===== config.mk =====
export PLATFORM = sky130hd
export DESIGN_NAME = sqrt_iter_hs
export DESIGN_NICKNAME = d
export VERILOG_FILES = /design/src/rtl/sqrt_pkg.sv /design/src/rtl/sqrt_step.sv /design/src/rtl/sqrt_iter_hs.sv
export SDC_FILE = /design/constraint.sdc
export NUM_CORES = 1
export LEC_CHECK = 0
export BUFFER_PORTS_ARGS = -buffer_cell sky130_fd_sc_hd__buf_2
export CORE_ASPECT_RATIO = 0.8
export CORE_UTILIZATION = 52
export DETAILED_ROUTE_END_ITERATION = 16
export PLACE_DENSITY = 0.76
export SYNTH_ARGS = -nofsm -noshare
export SYNTH_HDL_FRONTEND = slang
export SYNTH_HIERARCHICAL = 1
export SYNTH_SLANG_ARGS = --single-unit

===== constraint.sdc =====
create_clock -name clk -period 2.5 [get_ports clk]
set_input_delay 0.5 -clock clk [delete_from_list [all_inputs] [get_ports clk]]
set_output_delay 0.5 -clock clk [all_outputs]
set_load 0.02 [all_outputs]

===== src/rtl/sqrt_pkg.sv =====
// Shared definitions for the iterative square-root unit.
//   state_t : handshake FSM states.
//   qw_of() : result width for a given radical width, (width+1)/2.
package sqrt_pkg;

  typedef enum logic [1:0] {
    IDLE = 2'd0,
    BUSY = 2'd1,
    DONE = 2'd2
  } state_t;

  function automatic int qw_of(input int width);
    return (width + 1) / 2;
  endfunction

endpackage


===== src/rtl/sqrt_step.sv =====
// One restoring square-root iteration, purely combinational.
// Brings the next two radical bits into the partial remainder, then tries
// to subtract (q<<2)|1. A successful trial appends a 1 to the partial root.
module sqrt_step #(
  parameter int  QW = 8,
  localparam int RW = QW + 1
) (
  input  logic [RW:0]   r_in,
  input  logic [QW-1:0] q_in,
  input  logic [1:0]    pair,
  output logic [RW:0]   r_out,
  output logic [QW-1:0] q_out
);

  logic [RW+2:0] r_sh;
  logic [RW+2:0] trial;
  logic [RW+2:0] diff;
  logic [QW:0]   q_sh;
  logic          ge;
  logic          unused_hi;

  // Trial subtraction; the kept remainder always fits RW+1 bits, so the two
  // extra MSBs of the widened arithmetic are discarded.
  always_comb begin
    r_sh  = {r_in, pair};
    trial = (RW + 3)'({q_in, 2'b01});
    ge    = (r_sh >= trial);
    diff  = r_sh - trial;
    r_out = ge ? diff[RW:0] : r_sh[RW:0];
    q_sh  = {q_in, ge};
    q_out = q_sh[QW-1:0];
  end

  assign unused_hi = ^{diff[RW+2:RW+1], r_sh[RW+2:RW+1], q_sh[QW]};

endmodule


===== src/rtl/sqrt_iter_hs.sv =====
// Iterative handshaked integer square root: q = floor(sqrt(radical)),
// remainder = radical - q*q. STEPS result bits are resolved per enabled
// clock via a chain of sqrt_step instances.
// Optional build macro: SQRT_ROUND_EN adds a registered q_round output
// (q rounded to nearest, saturating at all-ones).
module sqrt_iter_hs
  import sqrt_pkg::*;
#(
  parameter int  WIDTH = 16,
  parameter int  STEPS = 1,
  parameter int  TAG_W = 4,
  localparam int QW    = qw_of(WIDTH),
  localparam int RW    = QW + 1,
  localparam int ITERS = QW / STEPS
) (
  input  logic             clk,
  input  logic             aclr,
  input  logic             ena,
  input  logic             in_valid,
  output logic             in_ready,
  input  logic [WIDTH-1:0] radical,
  input  logic [TAG_W-1:0] in_tag,
  output logic             out_valid,
  input  logic             out_ready,
  output logic [QW-1:0]    q,
  output logic [RW-1:0]    remainder,
  output logic [TAG_W-1:0] out_tag,
`ifdef SQRT_ROUND_EN
  output logic [QW-1:0]    q_round,
`endif
  output logic             busy
);

  localparam int CW = $clog2(ITERS + 1);

  if (WIDTH < 2 || STEPS < 1 || (QW % STEPS) != 0) begin : g_bad_cfg
    $error("sqrt_iter_hs: WIDTH must be >= 2 and STEPS must divide (WIDTH+1)/2");
  end

  state_t           state;
  state_t           state_nx;
  logic [2*QW-1:0]  rad_sh;
  logic [RW:0]      r_acc;
  logic [QW-1:0]    q_acc;
  logic [CW-1:0]    cnt;
  logic [TAG_W-1:0] tag_hold;
  logic             in_hs;
  logic             last;

  // Iteration chain: element 0 is the registered partial result, element
  // STEPS is what gets written back after one enabled cycle.
  logic [RW:0]      r_ch [STEPS+1];
  logic [QW-1:0]    q_ch [STEPS+1];

  assign r_ch[0] = r_acc;
  assign q_ch[0] = q_acc;

  for (genvar i = 0; i < STEPS; i++) begin : g_step
    sqrt_step #(.QW(QW)) u_step (
      .r_in  (r_ch[i]),
      .q_in  (q_ch[i]),
      .pair  (rad_sh[2*QW-1-2*i -: 2]),
      .r_out (r_ch[i+1]),
      .q_out (q_ch[i+1])
    );
  end

  assign in_hs     = in_valid && in_ready && ena;
  assign last      = (cnt == CW'(1));
  assign out_valid = (state == DONE);
  assign busy      = (state == BUSY);

  // State register; every transition is already qualified by ena.
  // NOTE: sequential state uses non-blocking assignments so every register
  // samples pre-edge values regardless of the order of always blocks.
  always_ff @(posedge clk or posedge aclr) begin
    if (aclr) state <= IDLE;
    else      state <= state_nx;
  end

  // Next-state and input-ready decode; a DONE slot accepts the next operand
  // in the same cycle its result is taken.
  // NOTE: every output of this block gets a default first, so no path can
  // leave a value unassigned and infer a latch.
  always_comb begin
    state_nx = state;
    in_ready = 1'b0;
    unique case (state)
      IDLE: begin
        in_ready = 1'b1;
        if (in_valid && ena) state_nx = BUSY;
      end
      BUSY: begin
        if (ena && last) state_nx = DONE;
      end
      DONE: begin
        in_ready = out_ready;
        if (ena && out_ready) state_nx = in_valid ? BUSY : IDLE;
      end
      default: state_nx = IDLE;
    endcase
  end

`ifdef SQRT_ROUND_EN
  logic [QW-1:0] q_round_nx;

  // Round to nearest: sqrt(radical) >= q + 0.5 exactly when remainder > q.
  always_comb begin
    q_round_nx = q_ch[STEPS];
    if ((r_ch[STEPS][RW-1:0] > RW'(q_ch[STEPS])) && !(&q_ch[STEPS]))
      q_round_nx = q_ch[STEPS] + QW'(1);
  end
`endif

  // Operand capture, per-cycle iteration and result registration.
  // NOTE: the radical shadow and partial results are ordinary flops, so they
  // are cleared on aclr like the visible outputs; an abort leaves no residue.
  always_ff @(posedge clk or posedge aclr) begin
    if (aclr) begin
      rad_sh    <= '0;
      r_acc     <= '0;
      q_acc     <= '0;
      cnt       <= '0;
      tag_hold  <= '0;
      q         <= '0;
      remainder <= '0;
      out_tag   <= '0;
`ifdef SQRT_ROUND_EN
      q_round   <= '0;
`endif
    end else if (ena) begin
      if (in_hs) begin
        rad_sh   <= (2*QW)'(radical);
        tag_hold <= in_tag;
        r_acc    <= '0;
        q_acc    <= '0;
        cnt      <= CW'(ITERS);
      end else if (state == BUSY) begin
        rad_sh <= rad_sh << (2*STEPS);
        r_acc  <= r_ch[STEPS];
        q_acc  <= q_ch[STEPS];
        cnt    <= cnt - CW'(1);
        if (last) begin
          q         <= q_ch[STEPS];
          remainder <= r_ch[STEPS][RW-1:0];
          out_tag   <= tag_hold;
`ifdef SQRT_ROUND_EN
          q_round   <= q_round_nx;
`endif
        end
      end
    end
  end

endmodule


==> impl_metrics.py, run 1 <==
metrics = {
    "run_status": {
        "status": "finished clean",
    },
    "timing": {
        "slew_headroom": 0.427,
        "fmax_mhz": 417,
        "period_share": 0.960,
        "skew_ns": 0.00866,
        "hold_viol_final": 0,
        "rsz0062_at_grt": "no",
        "drv_slew": 0,
        "tns_ns": 0,
        "whs_ns": 0.203,
        "tightest_slew_ns": 0.859,
        "fin_crit_ns": 2.40,
        "setup_viol": 0,
    },
    "global_routing": {
        "grt_pass1_vias": 2533,
        "grt_usage": 0.233,
        "grt_pass1_wl_um": 12100,
        "antenna_found_initial": 0,
        "grt_max_degree": 40,
        "gr-total-overflow": 0,
    },
    "drt": {
        "num_vias": 2502,
        "avgRoutedWirePerCell_um": 15.7,
        "drt-initial-drc-count": 159,
        "wl_um": 7030,
        "antenna_left": 0,
        "via_per_inst": 5.57,
        "drc": 0,
        "drt_pass1_iterations": 4,
    },
    "power_and_ir_drop": {
        "peakVddDrop_uv": 645,
        "power_density_mw_per_mm2": 1510,
        "leakagePower_nw": 1.94,
    },
    "setup_path": {
        "crit_arrival_ns": 2.63,
        "crit_start": "r_acc[7]",
        "worstRegToRegCells": 6,
        "critical_path_class": "reg2reg",
        "start_kind": "flip-flop",
        "crit_fanout": 7,
        "reg2reg_from": "r_acc[7]",
        "worstPathRequired_ns": 2.73,
        "worstSetupEndpointType": "flip-flop",
    },
    "clocking": {
        "clock-sinks": 65,
        "cts_made_buffers": 9,
        "clk_path_buf_depth": 2,
        "cts_tree": "built",
        "ctsHtreeMaxLevel": 3,
        "clk_pin_slew_ns": 0.07,
        "root_buffer": "clkbuf_8",
        "clock_latency_ns": 0.35,
    },
    "floorplanning": {
        "boundaryPins": 49,
        "num_rows": 25,
        "core_mm2": 0.00610,
        "initial_core_util": 0.558,
        "die_w_um": 92.5,
        "dieHeight_um": 74.4,
        "die_area_mm2": 0.00688,
    },
    "placed_design": {
        "place.gp.congestion": 0.913,
        "place_hpwl_um": 4820,
        "placed_cells": 432,
        "io_buffers": 48,
    },
    "flow_run": {
        "drv_cap": 0,
    },
    "layout": {
        "fin_nets": 400,
        "fillerInstances": 484,
        "stdcell_count": 449,
        "antenna_cells": 0,
        "finish.utilization": 0.645,
        "area_growth_syn_to_layout_pct": 15.6,
        "drive_above_1_share": 0.326,
    },
    "logic_synthesis": {
        "yosysWarnings": 6,
        "synth_seq_cells": 65,
        "ys_seq_area_frac": 0.478,
        "async_flop_share": 1.00,
        "syn_avg_cell_area_um2": 10.9,
        "syn-cell-area_mm2": 0.00341,
        "yosys.cell_types.count": 49,
        "syn_inst": 312,
        "syn_nets": 349,
        "synth_edf_count": 0,
        "synth-main-ff-cell": "dfrtp_1",
    },
    "worst_hold_path": {
        "worstHoldPathType": "in2async",
    },
}
[metrics by stage]
stage                     instance area [µm²]  total power [mW]  worst slack (ns)
after floorplan                          3410              4.18             0.156
after global placement                   3680              4.71             0.145
after detailed placement                 3680              4.80            0.0949
after CTS                                3920              5.88            0.0753
after global routing                     3940              6.39           0.00715
final                                    3940              5.94             0.100
[report_power, final]
group          internal, mW  leakage [nW]  switching (mW)
clock network         0.643         0.123           0.411
logic                  1.52         0.982            1.59
registers              1.49         0.841           0.295
total                  3.65          1.94            2.29
[timing repair]
action,CTS,global route
hold buffers,0,0
gates resized for setup,0,2
buffers inserted,0,1
endpoints found under the hold margin,0,0
endpoints found under the setup margin,0,7
[worst max-delay path, cell delays in order, from the launching register on]
cell and delay [ns]:
dfrtp_1 0.41, ha_1 0.36, a2111oi_0 0.52, o211a_1 0.26, buf_6 0.16, mux2_4 0.31, mux2_2 0.27
[cell type report]
type	count	area (µm²)	area share
inverter	16	60.1	0.0153
sequential	65	1630	0.413
multi-input combinational	209	1550	0.393
tap	81	101	0.0257
timing repair buffer	62	362	0.0919
clock buffer	12	165	0.0420
clock inverter	4	73.8	0.0188
[cell usage after synthesis (all sizes together), types with 5 or more instances]
cell    n  area (µm²)
o21ai   7        35.0
nor2    5        18.8
inv    16        60.1
ha     12         150
and2   14        87.6
a21oi  28         140
nand2  50         190
mux2   33         398
xnor2   5        43.8
a221o  14         140
dfrtp  65        1630
buf    20         171
[logic make-up (layout without fill, tap and decap cells)]
kind of cell               after synthesis  count (layout)  synth area share
AOI/OAI and AO/OA                       67              67             0.144
xor gates and xnor gates                 6               6            0.0154
adders and majority gates               12              12            0.0441
buffers and inverters                   38              94            0.0702
DFF                                     65              65             0.478
muxes                                   34              34             0.120
and+or+nand+nor                         90              90             0.129
[worst paths after layout]
kind                           endpoint  slack, ns
setup reg to reg           remainder[8]       0.10
max in group asynchronous      state[1]       1.69
hold reg to reg               rad_sh[1]       0.49
hold / removal              tag_hold[2]       0.20
min in group clk              rad_sh[5]       0.38
setup / recovery           remainder[8]       0.10
[per-layer routing]
layer	routed length, µm	GRT usage
met1	3370	0.318
met2	3140	0.357
met3	428	0.0757
met4	97	0.0712
met5	0	0
[registers in the layout (all words and copies together), names as in the netlist]
| register | flops |
|---|---|
| rad_sh | 16 |
| r_acc | 10 |
| remainder | 9 |
| q | 8 |
| q_acc | 8 |
| cnt | 4 |
| out_tag | 4 |
| tag_hold | 4 |
| state | 2 |
[cells in the final DEF (no fill, tap or decap), drive strengths merged, types with 2 or more instances in the layout]
| cell | n |
|---|---|
| dfrtp | 65 |
| buf | 62 |
| nand2 | 50 |
| mux2 | 33 |
| a21oi | 28 |
| inv | 16 |
| a221o | 14 |
| and2 | 14 |
| ha | 12 |
| clkbuf | 12 |
| o21ai | 7 |
| nor2 | 5 |
| xnor2 | 5 |
| nor2b | 4 |
| nand2b | 3 |
| nor3 | 3 |
| a21o | 2 |
| a22o | 2 |
| or2 | 2 |
| and3 | 2 |
| bufinv | 2 |
| o21a | 2 |
| o211ai | 2 |
| nand3 | 2 |
| a211oi | 2 |
| clkinv | 2 |
No activity file was read; power rests on OpenSTA's default activity.
==> run 2: changes to the inputs <==
--- a/config.mk
+++ b/config.mk
@@ -9,7 +9,8 @@
 export CORE_ASPECT_RATIO = 0.8
 export CORE_UTILIZATION = 52
 export DETAILED_ROUTE_END_ITERATION = 16
-export PLACE_DENSITY = 0.76
+export GPL_ROUTABILITY_DRIVEN = 0
+export PLACE_DENSITY = 0.86
 export SYNTH_ARGS = -nofsm -noshare
 export SYNTH_HDL_FRONTEND = slang
 export SYNTH_HIERARCHICAL = 1
==> run 2 against run 1 <==
Against the previous run: utilization up 0.37 points; final cell count up 0.22%; sequential cell count unchanged; critical path type unchanged; critical endpoint is now remainder[4]; largest cell class unchanged; highest routed layer unchanged.
==> impl_metrics.py, run 2 (same netlist as run 1, synthesis figures left out) <==
metrics = {
    "setup_path": {
        "worstSetupEndpointType": "flip-flop",
        "start_kind": "flip-flop",
        "path_cells": "inv_1, ha_1, nor2b_4, o31a_4, a41oi_2, o211a_1, buf_12, mux2_4, mux2_2",
        "r2r_end": "remainder[4]",
        "reg2reg_from": "q_acc[0]",
        "worstPathRequired_ns": 2.74,
        "r2r_slack_ns": 0.06,
        "cp_num_buf_inv": 2,
        "cp_top_family": "compound AO/OA/AOI/OAI gates",
        "critical_path_class": "reg2reg",
        "critical_path.slowest_cell": "dfrtp_1",
        "crit_arrival_ns": 2.68,
        "worstRegToRegCells": 9,
        "crit_fanout": 6,
        "cpPeakStageDelay_ns": 0.38,
    },
    "layout": {
        "drive_above_1_share": 0.328,
        "largestRegisters": "rad_sh x16, r_acc x10, remainder x9",
        "fin_nets": 401,
        "largest_reg_flops": 16,
        "area_growth_syn_to_layout_pct": 16.2,
        "final_common_cell": "dfrtp_1",
        "fillerInstances": 468,
        "antenna_cells": 0,
        "regMostFlops": "rad_sh",
        "stdcell_count": 450,
        "layout_common_cells": "dfrtp_1, nand2_1, buf_2",
    },
    "drt": {
        "drt-initial-drc-count": 267,
        "wl_um": 7340,
        "drt_pass1_iterations": 5,
        "drc": 0,
        "num_vias": 2524,
        "antenna_left": 0,
        "avgRoutedWirePerCell_um": 16.3,
        "via_per_inst": 5.61,
    },
    "timing": {
        "drv_slew": 0,
        "fin_crit_ns": 2.44,
        "skew_ns": 0.00626,
        "period_share": 0.975,
        "hold_viol_final": 0,
        "setup_viol": 0,
        "tightest_slew_ns": 0.785,
        "finalWorstSetupSlack_ns": 0.0624,
        "fmax_mhz": 410,
        "slew_headroom": 0.477,
    },
    "placed_design": {
        "preCtsSetupSlack_ns": 0.0844,
        "io_buffers": 48,
        "place_hpwl_um": 5040,
        "placed_cells": 434,
    },
    "clocking": {
        "root_buffer": "clkbuf_8",
        "clk_pin_slew_ns": 0.07,
        "cts_tree": "built",
        "clock_latency_ns": 0.35,
        "hold_buffers": 0,
        "cts_made_buffers": 9,
        "clk_path_buf_depth": 2,
        "clock-sinks": 65,
        "ctsHtreeMaxLevel": 3,
    },
    "power_and_ir_drop": {
        "power_density_mw_per_mm2": 1520,
        "leakagePower_nw": 1.95,
        "peakVddDrop_uv": 794,
    },
    "floorplanning": {
        "core_mm2": 0.00610,
        "initial_core_util": 0.558,
        "dieHeight_um": 74.4,
        "num_rows": 25,
        "boundaryPins": 49,
        "die_w_um": 92.5,
        "die_area_mm2": 0.00688,
    },
    "global_routing": {
        "grt_pass1_wl_um": 12300,
        "grt_pass1_vias": 2496,
        "grt_max_degree": 30,
        "antenna_found_initial": 0,
        "gr-total-overflow": 0,
        "grt_usage": 0.238,
    },
    "flow_run": {
        "drv_cap": 0,
    },
    "worst_hold_path": {
        "worstHoldPathType": "in2async",
    },
    "run_status": {
        "status": "finished clean",
    },
}
run 2: cell types whose count changed in the layout (fill, tap and decap cells not counted):
cell	previous run	this run
buf_12	1	3
clkinv_2	1	2
clkbuf_8	12	11
clkinvlp_4	0	1
clkinv_4	1	0
buf_4	12	11
run 2: how the worst max path moves through the flow:
stage | from | to | slack (ns) | cells past startpoint
floorplan | r_acc[0] | remainder[8] | 0.16 | 8
finish | q_acc[0] | remainder[4] | 0.06 | 9
detailed placement | q_acc[0] | remainder[3] | 0.08 | 9
global placement | q_acc[0] | remainder[2] | 0.12 | 9
global route | q_acc[0] | remainder[4] | -0.001 | 9
CTS | q_acc[0] | remainder[2] | 0.07 | 9
run 2: layer usage:
layer  vias to the layer above  share of wire  GRT usage
li1                       1183              -          -
met1                      1250           0.48      0.323
met2                        83           0.46      0.368
met3                         8          0.054     0.0746
met4                         0          0.011     0.0764
met5                         -              0          0
run 2: power breakdown:
group / switching (mW) / internal [mW] / total [mW]
Clock: 0.405 / 0.612 / 1.02
Combinational: 1.64 / 1.58 / 3.21
Sequential: 0.303 / 1.49 / 1.80
run 2: area by class of cell:
| cell class | count | area (µm²) | share of cell area |
|---|---|---|---|
| repair buffers | 63 | 394 | 0.0996 |
| flip-flops and latches | 65 | 1630 | 0.411 |
| inverters | 16 | 60.1 | 0.0152 |
| multi-input cells | 209 | 1550 | 0.391 |
| clock inverters | 5 | 77.6 | 0.0196 |
| well taps | 81 | 101 | 0.0256 |
| clock buffers | 11 | 151 | 0.0382 |
run 2: per-stage QoR:
step | util | instance area, µm² | TNS, ns | hold WS, ns | total power [mW]
floorplan | - | 3410 | 0 | 0.454 | 4.18
global placement | 0.610 | 3720 | 0 | 0.462 | 4.77
detailed placement | 0.610 | 3720 | 0 | 0.475 | 4.91
CTS | 0.647 | 3950 | 0 | 0.177 | 5.97
global route | 0.649 | 3960 | -0.00144 | 0.198 | 6.44
finish | 0.649 | 3960 | 0 | 0.176 | 6.03
run 2: timing repair:
action | in CTS | in global routing
setup endpoints to repair | 0 | 7
endpoints found under the hold margin | 0 | 0
resized for setup | 0 | 2
buffers inserted | 0 | 0
run 2: worst register-to-register path, delay by kind of cell, from the launching register on:
kind                     cells  cell delay (ns)
AO/OA/AOI/OAI                3             0.73
multiplexers                 2             0.58
flip-flops                   1             0.38
adder cells (fa/ha/maj)      1             0.29
buffers and inverters        2             0.23
AND/OR/NAND/NOR              1             0.14
